$ cat config.mk
export PLATFORM = sky130hd
export DESIGN_NAME = int_issue_queue
export DESIGN_NICKNAME = d
export VERILOG_FILES = /design/src/rtl/int_issue_queue_pkg.sv /design/src/rtl/iiq_src_snoop.sv /design/src/rtl/int_issue_queue.sv
export SDC_FILE = /design/constraint.sdc
export NUM_CORES = 2
export LEC_CHECK = 0
export BUFFER_PORTS_ARGS = -buffer_cell sky130_fd_sc_hd__buf_4
export CAP_MARGIN = 20
export CELL_PAD_IN_SITES_DETAIL_PLACEMENT = 0
export CELL_PAD_IN_SITES_GLOBAL_PLACEMENT = 1
export CORE_MARGIN = 4
export CORE_UTILIZATION = 33
export DETAILED_ROUTE_END_ITERATION = 8
export GPL_TIMING_DRIVEN = 0
export PLACE_DENSITY_LB_ADDON = 0.3
export SLEW_MARGIN = 20
export SYNTH_ARGS = -nofsm -noshare
export SYNTH_HDL_FRONTEND = slang
export SYNTH_SLANG_ARGS = --single-unit
export TNS_END_PERCENT = 100
$ cat constraint.sdc
create_clock -name clk -period 4.1 [get_ports clk]
set_input_delay 0.82 -clock clk [delete_from_list [all_inputs] [get_ports clk]]
set_output_delay 0.82 -clock clk [all_outputs]
set_load 0.03 [all_outputs]
$ cat src/rtl/int_issue_queue_pkg.sv
`default_nettype none
// =============================================================================
// int_issue_queue_pkg : shared types for the integer issue queue
// Revision : 1.0
// =============================================================================
package int_issue_queue_pkg;

  localparam int ROB_ID_WIDTH   = 5;
  localparam int REG_DATA_WIDTH = 32;
  localparam int IIQ_N_ENTRIES  = 8;

  typedef logic [ROB_ID_WIDTH-1:0]   rob_id_t;
  typedef logic [REG_DATA_WIDTH-1:0] reg_data_t;

  typedef struct packed {
    rob_id_t   instr_rob_id;
    logic      dst_valid;
    logic [3:0] alu_op;
    logic      src1_valid;
    logic      src1_ready;
    rob_id_t   src1_rob_id;
    reg_data_t src1_data;
    logic      src2_valid;
    logic      src2_ready;
    rob_id_t   src2_rob_id;
    reg_data_t src2_data;
  } iiq_entry_t;

endpackage
`default_nettype wire

$ cat src/rtl/iiq_src_snoop.sv
`default_nettype none
// =============================================================================
// iiq_src_snoop : tag compare of one source operand against wakeup/broadcasts
// Revision : 1.0
// =============================================================================
module iiq_src_snoop
  import int_issue_queue_pkg::*;
(
  input  logic      i_src_valid,
  input  logic      i_src_ready,
  input  rob_id_t   i_src_rob_id,
  input  reg_data_t i_src_data,
  input  logic      i_wakeup_valid,
  input  rob_id_t   i_wakeup_rob_id,
  input  logic      i_alu_valid,
  input  rob_id_t   i_alu_rob_id,
  input  reg_data_t i_alu_data,
  input  logic      i_ld_valid,
  input  rob_id_t   i_ld_rob_id,
  input  reg_data_t i_ld_data,
  output logic      o_next_ready,
  output reg_data_t o_next_data
);

  logic w_wk_hit;
  logic w_alu_hit;
  logic w_ld_hit;

  assign w_wk_hit  = i_wakeup_valid && (i_wakeup_rob_id == i_src_rob_id);
  assign w_alu_hit = i_alu_valid    && (i_alu_rob_id    == i_src_rob_id);
  assign w_ld_hit  = i_ld_valid     && (i_ld_rob_id     == i_src_rob_id);

  assign o_next_ready = i_src_ready || (i_src_valid && (w_wk_hit || w_alu_hit || w_ld_hit));

  // ALU result wins over a load result carrying the same tag
  always_comb begin
    o_next_data = i_src_data;
    if (w_alu_hit) begin
      o_next_data = i_alu_data;
    end else if (w_ld_hit) begin
      o_next_data = i_ld_data;
    end
  end

endmodule
`default_nettype wire

$ cat src/rtl/int_issue_queue.sv
`default_nettype none
// =============================================================================
// int_issue_queue : compacting, age-ordered integer issue queue with bypass
// Revision : 1.0
// =============================================================================
module int_issue_queue
  import int_issue_queue_pkg::*;
#(
  parameter int N_ENTRIES = IIQ_N_ENTRIES
) (
  input  logic       clk,
  input  logic       rst,
  input  logic       iiq_dispatch_valid,
  output logic       iiq_dispatch_ready,
  input  iiq_entry_t iiq_dispatch_data,
  output logic       alu_issue_valid,
  input  logic       alu_issue_ready,
  output iiq_entry_t alu_issue_data,
  output logic       iiq_wakeup_valid,
  output rob_id_t    iiq_wakeup_rob_id,
  input  logic       alu_broadcast_valid,
  input  rob_id_t    alu_broadcast_rob_id,
  input  reg_data_t  alu_broadcast_reg_data,
  input  logic       ld_broadcast_valid,
  input  rob_id_t    ld_broadcast_rob_id,
  input  reg_data_t  ld_broadcast_reg_data,
  input  logic       fetch_redirect_valid
);

  localparam int c_IDX_W = (N_ENTRIES > 1) ? $clog2(N_ENTRIES) : 1;
  localparam int c_CNT_W = $clog2(N_ENTRIES + 1);

  iiq_entry_t           r_entries [N_ENTRIES];
  logic [N_ENTRIES-1:0] r_valid;
  logic [c_CNT_W-1:0]   r_count;

  logic [N_ENTRIES-1:0] w_s1_rdy;
  logic [N_ENTRIES-1:0] w_s2_rdy;
  reg_data_t            w_s1_data [N_ENTRIES];
  reg_data_t            w_s2_data [N_ENTRIES];
  iiq_entry_t           w_upd     [N_ENTRIES];
  iiq_entry_t           w_nxt     [N_ENTRIES];
  logic [N_ENTRIES-1:0] w_nxt_valid;
  logic [N_ENTRIES-1:0] w_rdy;

  logic                 w_d1_rdy;
  logic                 w_d2_rdy;
  reg_data_t            w_d1_data;
  reg_data_t            w_d2_data;
  iiq_entry_t           w_disp_upd;

  logic                 w_found;
  logic [c_IDX_W-1:0]   w_sel;
  logic                 w_iss;
  logic                 w_enq;
  logic [c_CNT_W-1:0]   w_enq_idx;

  // One snoop per stored source; the wakeup is this cycle's own issue
  generate
    for (genvar g = 0; g < N_ENTRIES; g++) begin : g_entry
      iiq_src_snoop u_snoop_src1 (
        .i_src_valid    (r_entries[g].src1_valid),
        .i_src_ready    (r_entries[g].src1_ready),
        .i_src_rob_id   (r_entries[g].src1_rob_id),
        .i_src_data     (r_entries[g].src1_data),
        .i_wakeup_valid (iiq_wakeup_valid),
        .i_wakeup_rob_id(iiq_wakeup_rob_id),
        .i_alu_valid    (alu_broadcast_valid),
        .i_alu_rob_id   (alu_broadcast_rob_id),
        .i_alu_data     (alu_broadcast_reg_data),
        .i_ld_valid     (ld_broadcast_valid),
        .i_ld_rob_id    (ld_broadcast_rob_id),
        .i_ld_data      (ld_broadcast_reg_data),
        .o_next_ready   (w_s1_rdy[g]),
        .o_next_data    (w_s1_data[g])
      );
      iiq_src_snoop u_snoop_src2 (
        .i_src_valid    (r_entries[g].src2_valid),
        .i_src_ready    (r_entries[g].src2_ready),
        .i_src_rob_id   (r_entries[g].src2_rob_id),
        .i_src_data     (r_entries[g].src2_data),
        .i_wakeup_valid (iiq_wakeup_valid),
        .i_wakeup_rob_id(iiq_wakeup_rob_id),
        .i_alu_valid    (alu_broadcast_valid),
        .i_alu_rob_id   (alu_broadcast_rob_id),
        .i_alu_data     (alu_broadcast_reg_data),
        .i_ld_valid     (ld_broadcast_valid),
        .i_ld_rob_id    (ld_broadcast_rob_id),
        .i_ld_data      (ld_broadcast_reg_data),
        .o_next_ready   (w_s2_rdy[g]),
        .o_next_data    (w_s2_data[g])
      );
    end
  endgenerate

  iiq_src_snoop u_snoop_disp_src1 (
    .i_src_valid    (iiq_dispatch_data.src1_valid),
    .i_src_ready    (iiq_dispatch_data.src1_ready),
    .i_src_rob_id   (iiq_dispatch_data.src1_rob_id),
    .i_src_data     (iiq_dispatch_data.src1_data),
    .i_wakeup_valid (iiq_wakeup_valid),
    .i_wakeup_rob_id(iiq_wakeup_rob_id),
    .i_alu_valid    (alu_broadcast_valid),
    .i_alu_rob_id   (alu_broadcast_rob_id),
    .i_alu_data     (alu_broadcast_reg_data),
    .i_ld_valid     (ld_broadcast_valid),
    .i_ld_rob_id    (ld_broadcast_rob_id),
    .i_ld_data      (ld_broadcast_reg_data),
    .o_next_ready   (w_d1_rdy),
    .o_next_data    (w_d1_data)
  );

  iiq_src_snoop u_snoop_disp_src2 (
    .i_src_valid    (iiq_dispatch_data.src2_valid),
    .i_src_ready    (iiq_dispatch_data.src2_ready),
    .i_src_rob_id   (iiq_dispatch_data.src2_rob_id),
    .i_src_data     (iiq_dispatch_data.src2_data),
    .i_wakeup_valid (iiq_wakeup_valid),
    .i_wakeup_rob_id(iiq_wakeup_rob_id),
    .i_alu_valid    (alu_broadcast_valid),
    .i_alu_rob_id   (alu_broadcast_rob_id),
    .i_alu_data     (alu_broadcast_reg_data),
    .i_ld_valid     (ld_broadcast_valid),
    .i_ld_rob_id    (ld_broadcast_rob_id),
    .i_ld_data      (ld_broadcast_reg_data),
    .o_next_ready   (w_d2_rdy),
    .o_next_data    (w_d2_data)
  );

  always_comb begin
    for (int i = 0; i < N_ENTRIES; i++) begin
      w_upd[i]            = r_entries[i];
      w_upd[i].src1_ready = w_s1_rdy[i];
      w_upd[i].src1_data  = w_s1_data[i];
      w_upd[i].src2_ready = w_s2_rdy[i];
      w_upd[i].src2_data  = w_s2_data[i];
      w_rdy[i] = r_valid[i]
               && (!r_entries[i].src1_valid || r_entries[i].src1_ready)
               && (!r_entries[i].src2_valid || r_entries[i].src2_ready);
    end
    w_disp_upd            = iiq_dispatch_data;
    w_disp_upd.src1_ready = w_d1_rdy;
    w_disp_upd.src1_data  = w_d1_data;
    w_disp_upd.src2_ready = w_d2_rdy;
    w_disp_upd.src2_data  = w_d2_data;
  end

  // Oldest-first pick: scan downward so the lowest ready index wins
  always_comb begin
    w_found = 1'b0;
    w_sel   = '0;
    for (int i = N_ENTRIES - 1; i >= 0; i--) begin
      if (w_rdy[i]) begin
        w_found = 1'b1;
        w_sel   = c_IDX_W'(i);
      end
    end
  end

  assign iiq_dispatch_ready = (r_count < c_CNT_W'(N_ENTRIES));
  assign alu_issue_valid    = w_found && !fetch_redirect_valid;
  assign w_iss              = alu_issue_valid && alu_issue_ready;
  assign w_enq              = iiq_dispatch_valid && iiq_dispatch_ready && !fetch_redirect_valid;
  assign w_enq_idx          = r_count - c_CNT_W'(w_iss);
  assign iiq_wakeup_valid   = w_iss && r_entries[w_sel].dst_valid;
  assign iiq_wakeup_rob_id  = r_entries[w_sel].instr_rob_id;

  always_comb begin
    alu_issue_data           = r_entries[w_sel];
    alu_issue_data.src1_data = w_s1_data[w_sel];
    alu_issue_data.src2_data = w_s2_data[w_sel];
  end

  // Remove the issued slot, slide the younger entries down, then append
  always_comb begin
    for (int i = 0; i < N_ENTRIES; i++) begin
      w_nxt[i]       = w_upd[i];
      w_nxt_valid[i] = r_valid[i];
      if (w_iss && (i >= int'(w_sel))) begin
        if (i < N_ENTRIES - 1) begin
          w_nxt[i]       = w_upd[i+1];
          w_nxt_valid[i] = r_valid[i+1];
        end else begin
          w_nxt_valid[i] = 1'b0;
        end
      end
      if (w_enq && (i == int'(w_enq_idx))) begin
        w_nxt[i]       = w_disp_upd;
        w_nxt_valid[i] = 1'b1;
      end
    end
  end

  always_ff @(posedge clk) begin
    if (rst || fetch_redirect_valid) begin
      r_valid <= '0;
      r_count <= '0;
    end else begin
      r_valid <= w_nxt_valid;
      r_count <= r_count + c_CNT_W'(w_enq) - c_CNT_W'(w_iss);
    end
  end

  always_ff @(posedge clk) begin
    for (int i = 0; i < N_ENTRIES; i++) begin
      r_entries[i] <= w_nxt[i];
    end
  end

endmodule
`default_nettype wire

### Yosys cells after proc, flatten, opt, wreduce, memory -nomap -nowiden

Memories as Yosys holds them, arrays and structs flattened.
Index checks and enable logic that the tools add are counted.

* bitwise gates (word level): 1
* magnitude comparators: 9
* equality and inequality tests: 61
* multiplexer cells: 89
* $add $sub $neg: 3
* reductions and logical operators: 205

Operators by type and width (count)
* 2-to-1 mux 88 bit: 15
* 2-to-1 mux 32 bit: 40
* == test 5 bit: 54
* binary-select mux 32 bit (select 3 bit): 2
* logical AND 1 bit: 108
* logical OR 1 bit: 71
* 2-to-1 mux 1 bit: 24
* 2-to-1 mux 3 bit: 8
* zero test 1 bit: 17
* == test 4 bit (first input constant): 4
* nonzero test 2 bit: 8
* >= comparator 3 bit (first input constant): 3
* == test 3 x 4 -> 1 bit (first input constant): 2
* subtractor 4 x 1 -> 4 bit: 2
* >= comparator 1 x 3 -> 1 bit (first input constant): 2
* >= comparator 2 x 3 -> 1 bit (first input constant): 2
* adder 4 x 1 -> 4 bit: 1
* == test 2 x 4 -> 1 bit (first input constant): 1
* >= comparator 4 bit (second input constant): 1
* zero test 4 bit: 1
* < comparator 4 bit (second input constant): 1
* inverter 3 -> 4 bit: 1

* memory bits (writable): 704
* memories: 1
* logic and storage cells: 378
* bits of input ports: 169
* register bits after elaboration: 12

Memory list
* r_entries: depth 8, width 88, rd ports 9, clocked after memory_dff 0, wr ports 8, line int_issue_queue.sv:33 `iiq_entry_t r_entries [N_ENTRIES];`

### Logic depth before layout (Yosys ltp)

* depth in word-level cells: 22
* depth in mapped cells: 17

### By module

A second synthesis with hierarchy kept.

* cells, all modules: 7599
* area, all modules: 57244.9 µm²

By module, submodules not included
* int_issue_queue: times used 1, sequential area each 16095.4 µm², cells each 4161, area each 36097.1 µm²
* iiq_src_snoop: times used 18, sequential area each 0.0 µm², cells each 191, area each 1174.9 µm²

### Least setup slack after synthesis

Ideal clock, no wire load.

* path kind: input to output
* from: input port ld_broadcast_rob_id[0]
* to: output port alu_issue_data[70] in the netlist's numbering
* path slack: -0.494 ns
* cell stages on the path: 12
* required time: 3.280 ns
* arrival: 3.774 ns
* path buffers: 4
* cell sequence: clkbuf_1 > buf_2 > xnor2_1 > and3_1 > clkbuf_1 > clkbuf_1 > mux2i_1 > o21ai_0 > nand2_1 > nand3_1 > o21ai_0 > o21ai_0

RTL lines
* start: declaration: line int_issue_queue.sv:25 `input rob_id_t ld_broadcast_rob_id,`
* end: declaration: line int_issue_queue.sv:18 `output iiq_entry_t alu_issue_data,`

==> PnR_summary.wiki <==
{| class="wikitable"
! Metric !! Value
|-
| Final Hold Vio Count || 0
|-
| Post-route non-filler standard cell count || 9864
|-
| Most Frequent Cell on Critical Path || sky130_fd_sc_hd__clkbuf_16
|-
| Post-synthesis average cell area || 6.99 sq um
|-
| Worst-path maximum fanout || 6
|-
| Width of the chip || roughly 400 um
|-
| Failing checks || setup timing
|-
| Max Clock Skew || 37.9 ps
|-
| Net count, final || 7931
|-
| Worst hold path class || in -> reg
|-
| Fill cells || 15.9k
|-
| Switching power as a share of total power || 37.9%
|-
| # placed instances || between 9k and 10k
|-
| TritonCTS clock tree || done
|-
| Leading cell types by total area after synthesis || sky130_fd_sc_hd__dfxtp_1, sky130_fd_sc_hd__nand2_1, sky130_fd_sc_hd__mux2i_1, sky130_fd_sc_hd__edfxtp_1, sky130_fd_sc_hd__o21ai_0
|-
| Critical path data required time || 3280 ps
|-
| HPWL after DPL || about 240 mm
|-
| Outcome || complete, but fails checks
|-
| Vias post-DR || 61.6k
|-
| Sum of routed wire length over all layers || 340 mm
|-
| Share of cells above drive strength 1 || 22.0%
|-
| Sum Neg Setup Slack || -41040 ps
|-
| Number of antenna violations at the first check in global routing || 20
|-
| Worst endpoint data arrival time || around 3700 ps
|-
| Maximum clock path buffer count || 3
|-
| Fin crit share || 110%
|-
| Remaining global-route overflow || 0
|-
| Vias in the first global route || 55.5k
|-
| Leakage || 25.7 nW
|-
| DIE HEIGHT || between 400 and 500 um
|-
| I/O Pins || roughly 270
|-
| Cell-internal power || between 15 and 20 mW
|-
| Root buf cell || sky130_fd_sc_hd__clkbuf_16
|-
| Net switching power || 11.3 mW
|-
| Initial core utilization || about a third
|-
| Count of clock tree sinks || 716
|-
| Final count of pins violating max slew || 0
|-
| Share of flip-flops with an asynchronous set or reset after synthesis || 0%
|-
| DR pass1 iterations || 7
|-
| Number of enable flip-flop cells after synthesis || 176
|-
| Category of the most critical setup path || reg -> out
|-
| Synth unique cells || 70
|-
| Post-layout worst setup margin || -413 ps
|-
| Final design utilization || 43.6%
|-
| Count of buffers from port buffering || 190
|-
| F_max || 222 MHz
|-
| Final setup violation count || 371
|-
| Net Count, Synth || 7446
|-
| Number of flip-flops and latches in the synthesized netlist || around 700
|-
| Cell-by-cell trace of the critical path || nand2b_4 > nand3_4 > o211a_4 > o21ai_4 > nand2_4 > clkbuf_16 > clkbuf_16 > clkbuf_16 > o211ai_1 > o21ai_1 > o21ai_2 > buf_6
|-
| Top cell type by total area after synthesis || sky130_fd_sc_hd__dfxtp_1
|-
| Routability congestion estimate from global placement || 1.01
|-
| Number of placement rows || around 140
|-
| Relative contribution of combinational cells to total power || 38.0%
|-
| Proportion of netlist area held by the largest area contributor || 21.3%
|-
| Clock H-tree levels || 3
|-
| Min Hold Slack || 249 ps
|-
| Count of unresolved DRC violations after routing || 0
|-
| Post-DR wirelength/cell || 34.5 um
|-
| Maximum number of pins on one net before global-route repair || 32
|-
| Unrepaired setup endpoints after global routing || yes
|-
| Overall routing resource usage || 39.3%
|-
| Global-route wire length before repair || 450 mm
|-
| Area enclosed by the die boundary || 160000 sq um
|-
| Floorplan core area || 152000 sq um
|-
| Residual antenna-violating net count after detailed routing || 0
|-
| Delay of the slowest critical-path stage || between 500 and 600 ps
|-
| Critical Path Start Type || flip-flop
|-
| Top_reg_cell synth || sky130_fd_sc_hd__dfxtp_1
|-
| MaxCap Viol Count || 0
|-
| Power density over the cells || 449 nW/um^2
|-
| Final period demand of the worst path || 4510 ps
|-
| Vias/cell || 6.24
|-
| Type of destination of the critical path || output pin
|-
| Clock-pin slew of the registers on the worst-case setup and hold paths || ~60 ps
|-
| Transition time at the pin with the least slew margin || 1350 ps
|-
| Clock share of power || about 28%
|-
| Headroom to the max-slew limit || 9.78%
|-
| Number of design-rule violations left by the first detailed-router iteration || ~9.5k
|-
| Relative area change from synthesis to final layout || 30.7%
|-
| Worst vdd ir || 0.000339 V
|-
| Sequential group share of total power || 33.8%
|-
| Number of buffers created by CTS || 96
|-
| Non-Filler Cell Area, Final || roughly 66000 sq um
|-
| Post-detailed-placement cell area || 55300 sq um
|-
| Critical-path cell with the highest stage delay || sky130_fd_sc_hd__edfxtp_1
|-
| Cell count after synthesis || 7268
|-
| Yosys synthesis warning count || 0
|-
| Cell area after technology mapping || 50800 sq um
|-
| Worst-Skew Late Latency || 760 ps
|-
| Sequential-to-total area share from yosys stat || between 30% and 40%
|}
-- power by group through the flow --
stage / sequential (mW) / clock, mW / combinational [mW]
finish: 10.1 / 8.41 / 11.3
global route: 10.2 / 8.59 / 12.2
CTS: 10.0 / 8.36 / 9.78
detailed placement: 10.2 / 0 / 9.43
global placement: 10.1 / 0 / 9.28
floorplan: 9.98 / 0 / 6.81
-- final timing paths --
kind	cells after the start	slack, ps	start	end
max	12	-410	r_entries[7][77]	alu_issue_data[38]
max reg2reg	19	-210	r_entries[7][77]	r_entries[4][74]
min	1	250	iiq_dispatch_data[77]	r_entries[7][77]
min reg2reg	2	530	r_valid[3]	r_valid[3]
-- logic make-up after synthesis --
family                   after synthesis  share of synthesized area, %
AND/OR/NAND/NOR                     3211                          25.7
AO/OA/AOI/OAI                       1497                          16.8
buffers and inverters                833                          6.44
multiplexers                         748                          14.8
flip-flops                           716                          31.7
XOR/XNOR                             254                          4.38
adder cells (fa/ha/maj)                9                         0.236
-- critical path, delay by kind of cell (launching register included) --
family	cells	cell delay (ps)
AOI/OAI and AO/OA	5	1170
buffers and inverters	4	780
DFF	1	530
and+or+nand+nor	3	440
-- timing repair --
action | CTS | global route
pin swaps | 49 | 130
hold buffers | 0 | 0
setup endpoints to repair | 960 | 958
cloned | 5 | 13
hold endpoints to repair | 0 | 0
setup buffers | 84 | 144
gates resized for setup | 1175 | 1304
-- Yosys cell counts (4+ instances only) --
library cell	number
sky130_fd_sc_hd__a211oi_1	12
sky130_fd_sc_hd__o31a_1	10
sky130_fd_sc_hd__nor4_1	56
sky130_fd_sc_hd__buf_6	4
sky130_fd_sc_hd__o21ai_0	913
sky130_fd_sc_hd__a31oi_1	230
sky130_fd_sc_hd__xnor2_1	61
sky130_fd_sc_hd__nand3_1	430
sky130_fd_sc_hd__a41oi_1	4
sky130_fd_sc_hd__a31o_2	11
sky130_fd_sc_hd__nor3_1	23
sky130_fd_sc_hd__nand4_1	14
sky130_fd_sc_hd__o21a_1	4
sky130_fd_sc_hd__ha_1	8
sky130_fd_sc_hd__buf_1	123
sky130_fd_sc_hd__o211ai_1	12
sky130_fd_sc_hd__mux2i_1	716
sky130_fd_sc_hd__xor2_1	193
sky130_fd_sc_hd__edfxtp_1	176
sky130_fd_sc_hd__dfxtp_1	540
sky130_fd_sc_hd__buf_4	9
sky130_fd_sc_hd__inv_1	27
sky130_fd_sc_hd__nand2b_1	27
sky130_fd_sc_hd__nand2_1	2230
sky130_fd_sc_hd__o21ai_1	67
sky130_fd_sc_hd__nor2_1	367
sky130_fd_sc_hd__o31ai_1	11
sky130_fd_sc_hd__a22oi_1	64
sky130_fd_sc_hd__a22o_1	20
sky130_fd_sc_hd__and3_1	43
sky130_fd_sc_hd__a221oi_1	10
sky130_fd_sc_hd__buf_2	67
sky130_fd_sc_hd__o2111ai_1	9
sky130_fd_sc_hd__a21oi_1	82
sky130_fd_sc_hd__mux2_2	32
sky130_fd_sc_hd__and4_1	4
sky130_fd_sc_hd__clkbuf_1	601
-- per-stage QoR --
stage               setup WS (ps)  total power [mW]
floorplan                    -117              16.8
finish                       -413              29.8
detailed placement          -2680              19.6
global route                 -359              31.0
global placement            -3640              19.4
CTS                          -458              28.2
-- cells in the final DEF (no fill, tap or decap), types with 37 or more instances in the layout --
cell and n:
sky130_fd_sc_hd__clkbuf_1 230, sky130_fd_sc_hd__clkbuf_4 52, sky130_fd_sc_hd__o21ai_0 345, sky130_fd_sc_hd__nor4_1 37
sky130_fd_sc_hd__a22oi_1 64, sky130_fd_sc_hd__edfxtp_1 176, sky130_fd_sc_hd__xnor2_1 60, sky130_fd_sc_hd__nand2_1 2158
sky130_fd_sc_hd__nand3_2 104, sky130_fd_sc_hd__buf_1 60, sky130_fd_sc_hd__buf_4 384, sky130_fd_sc_hd__dfxtp_1 540
sky130_fd_sc_hd__clkbuf_16 133, sky130_fd_sc_hd__nor2_1 357, sky130_fd_sc_hd__nand2_2 38, sky130_fd_sc_hd__o21ai_2 285
sky130_fd_sc_hd__a31oi_1 230, sky130_fd_sc_hd__buf_2 44, sky130_fd_sc_hd__a21oi_1 73, sky130_fd_sc_hd__nand3_1 301
sky130_fd_sc_hd__clkbuf_2 107, sky130_fd_sc_hd__o21ai_1 328, sky130_fd_sc_hd__clkbuf_8 55, sky130_fd_sc_hd__xor2_1 192
sky130_fd_sc_hd__mux2i_1 715, sky130_fd_sc_hd__buf_8 59, sky130_fd_sc_hd__buf_12 45, sky130_fd_sc_hd__buf_6 146
-- per-layer routing --
layer / share of wire, % / up-vias / global-route usage (%)
met2: 40 / 4907 / 55.7
met5: 0.057 / - / 0.565
met1: 38 / 29800 / 50.7
li1: - / 25900 / -
met3: 14 / 1061 / 13.3
met4: 7.8 / 6 / 24.9
-- state kept, by name, summed over array words and instances, names as in the netlist --
| signal | flops |
|---|---|
| r_count | 4 |
| r_valid | 8 |
| r_entries | 704 |
-- final cells by class --
| cell class | count | area [sq um] | share of cell area [%] |
|---|---|---|---|
| Clock inverter | 26 | 190 | 0.286 |
| Inverter | 29 | 125 | 0.188 |
| Timing Repair Buffer | 444 | 4090 | 6.15 |
| Clock buffer | 137 | 2710 | 4.08 |
| Antenna cell | 16 | 40.0 | 0.0603 |
| Sequential cell | 716 | 16100 | 24.2 |
| Tap cell | 2030 | 2540 | 3.82 |
| Timing Repair inverter | 2 | 15.0 | 0.0226 |
| Multi-Input combinational cell | 5721 | 34600 | 52.1 |
| Buffer | 743 | 6020 | 9.06 |
(Power assumes the default switching activity.)
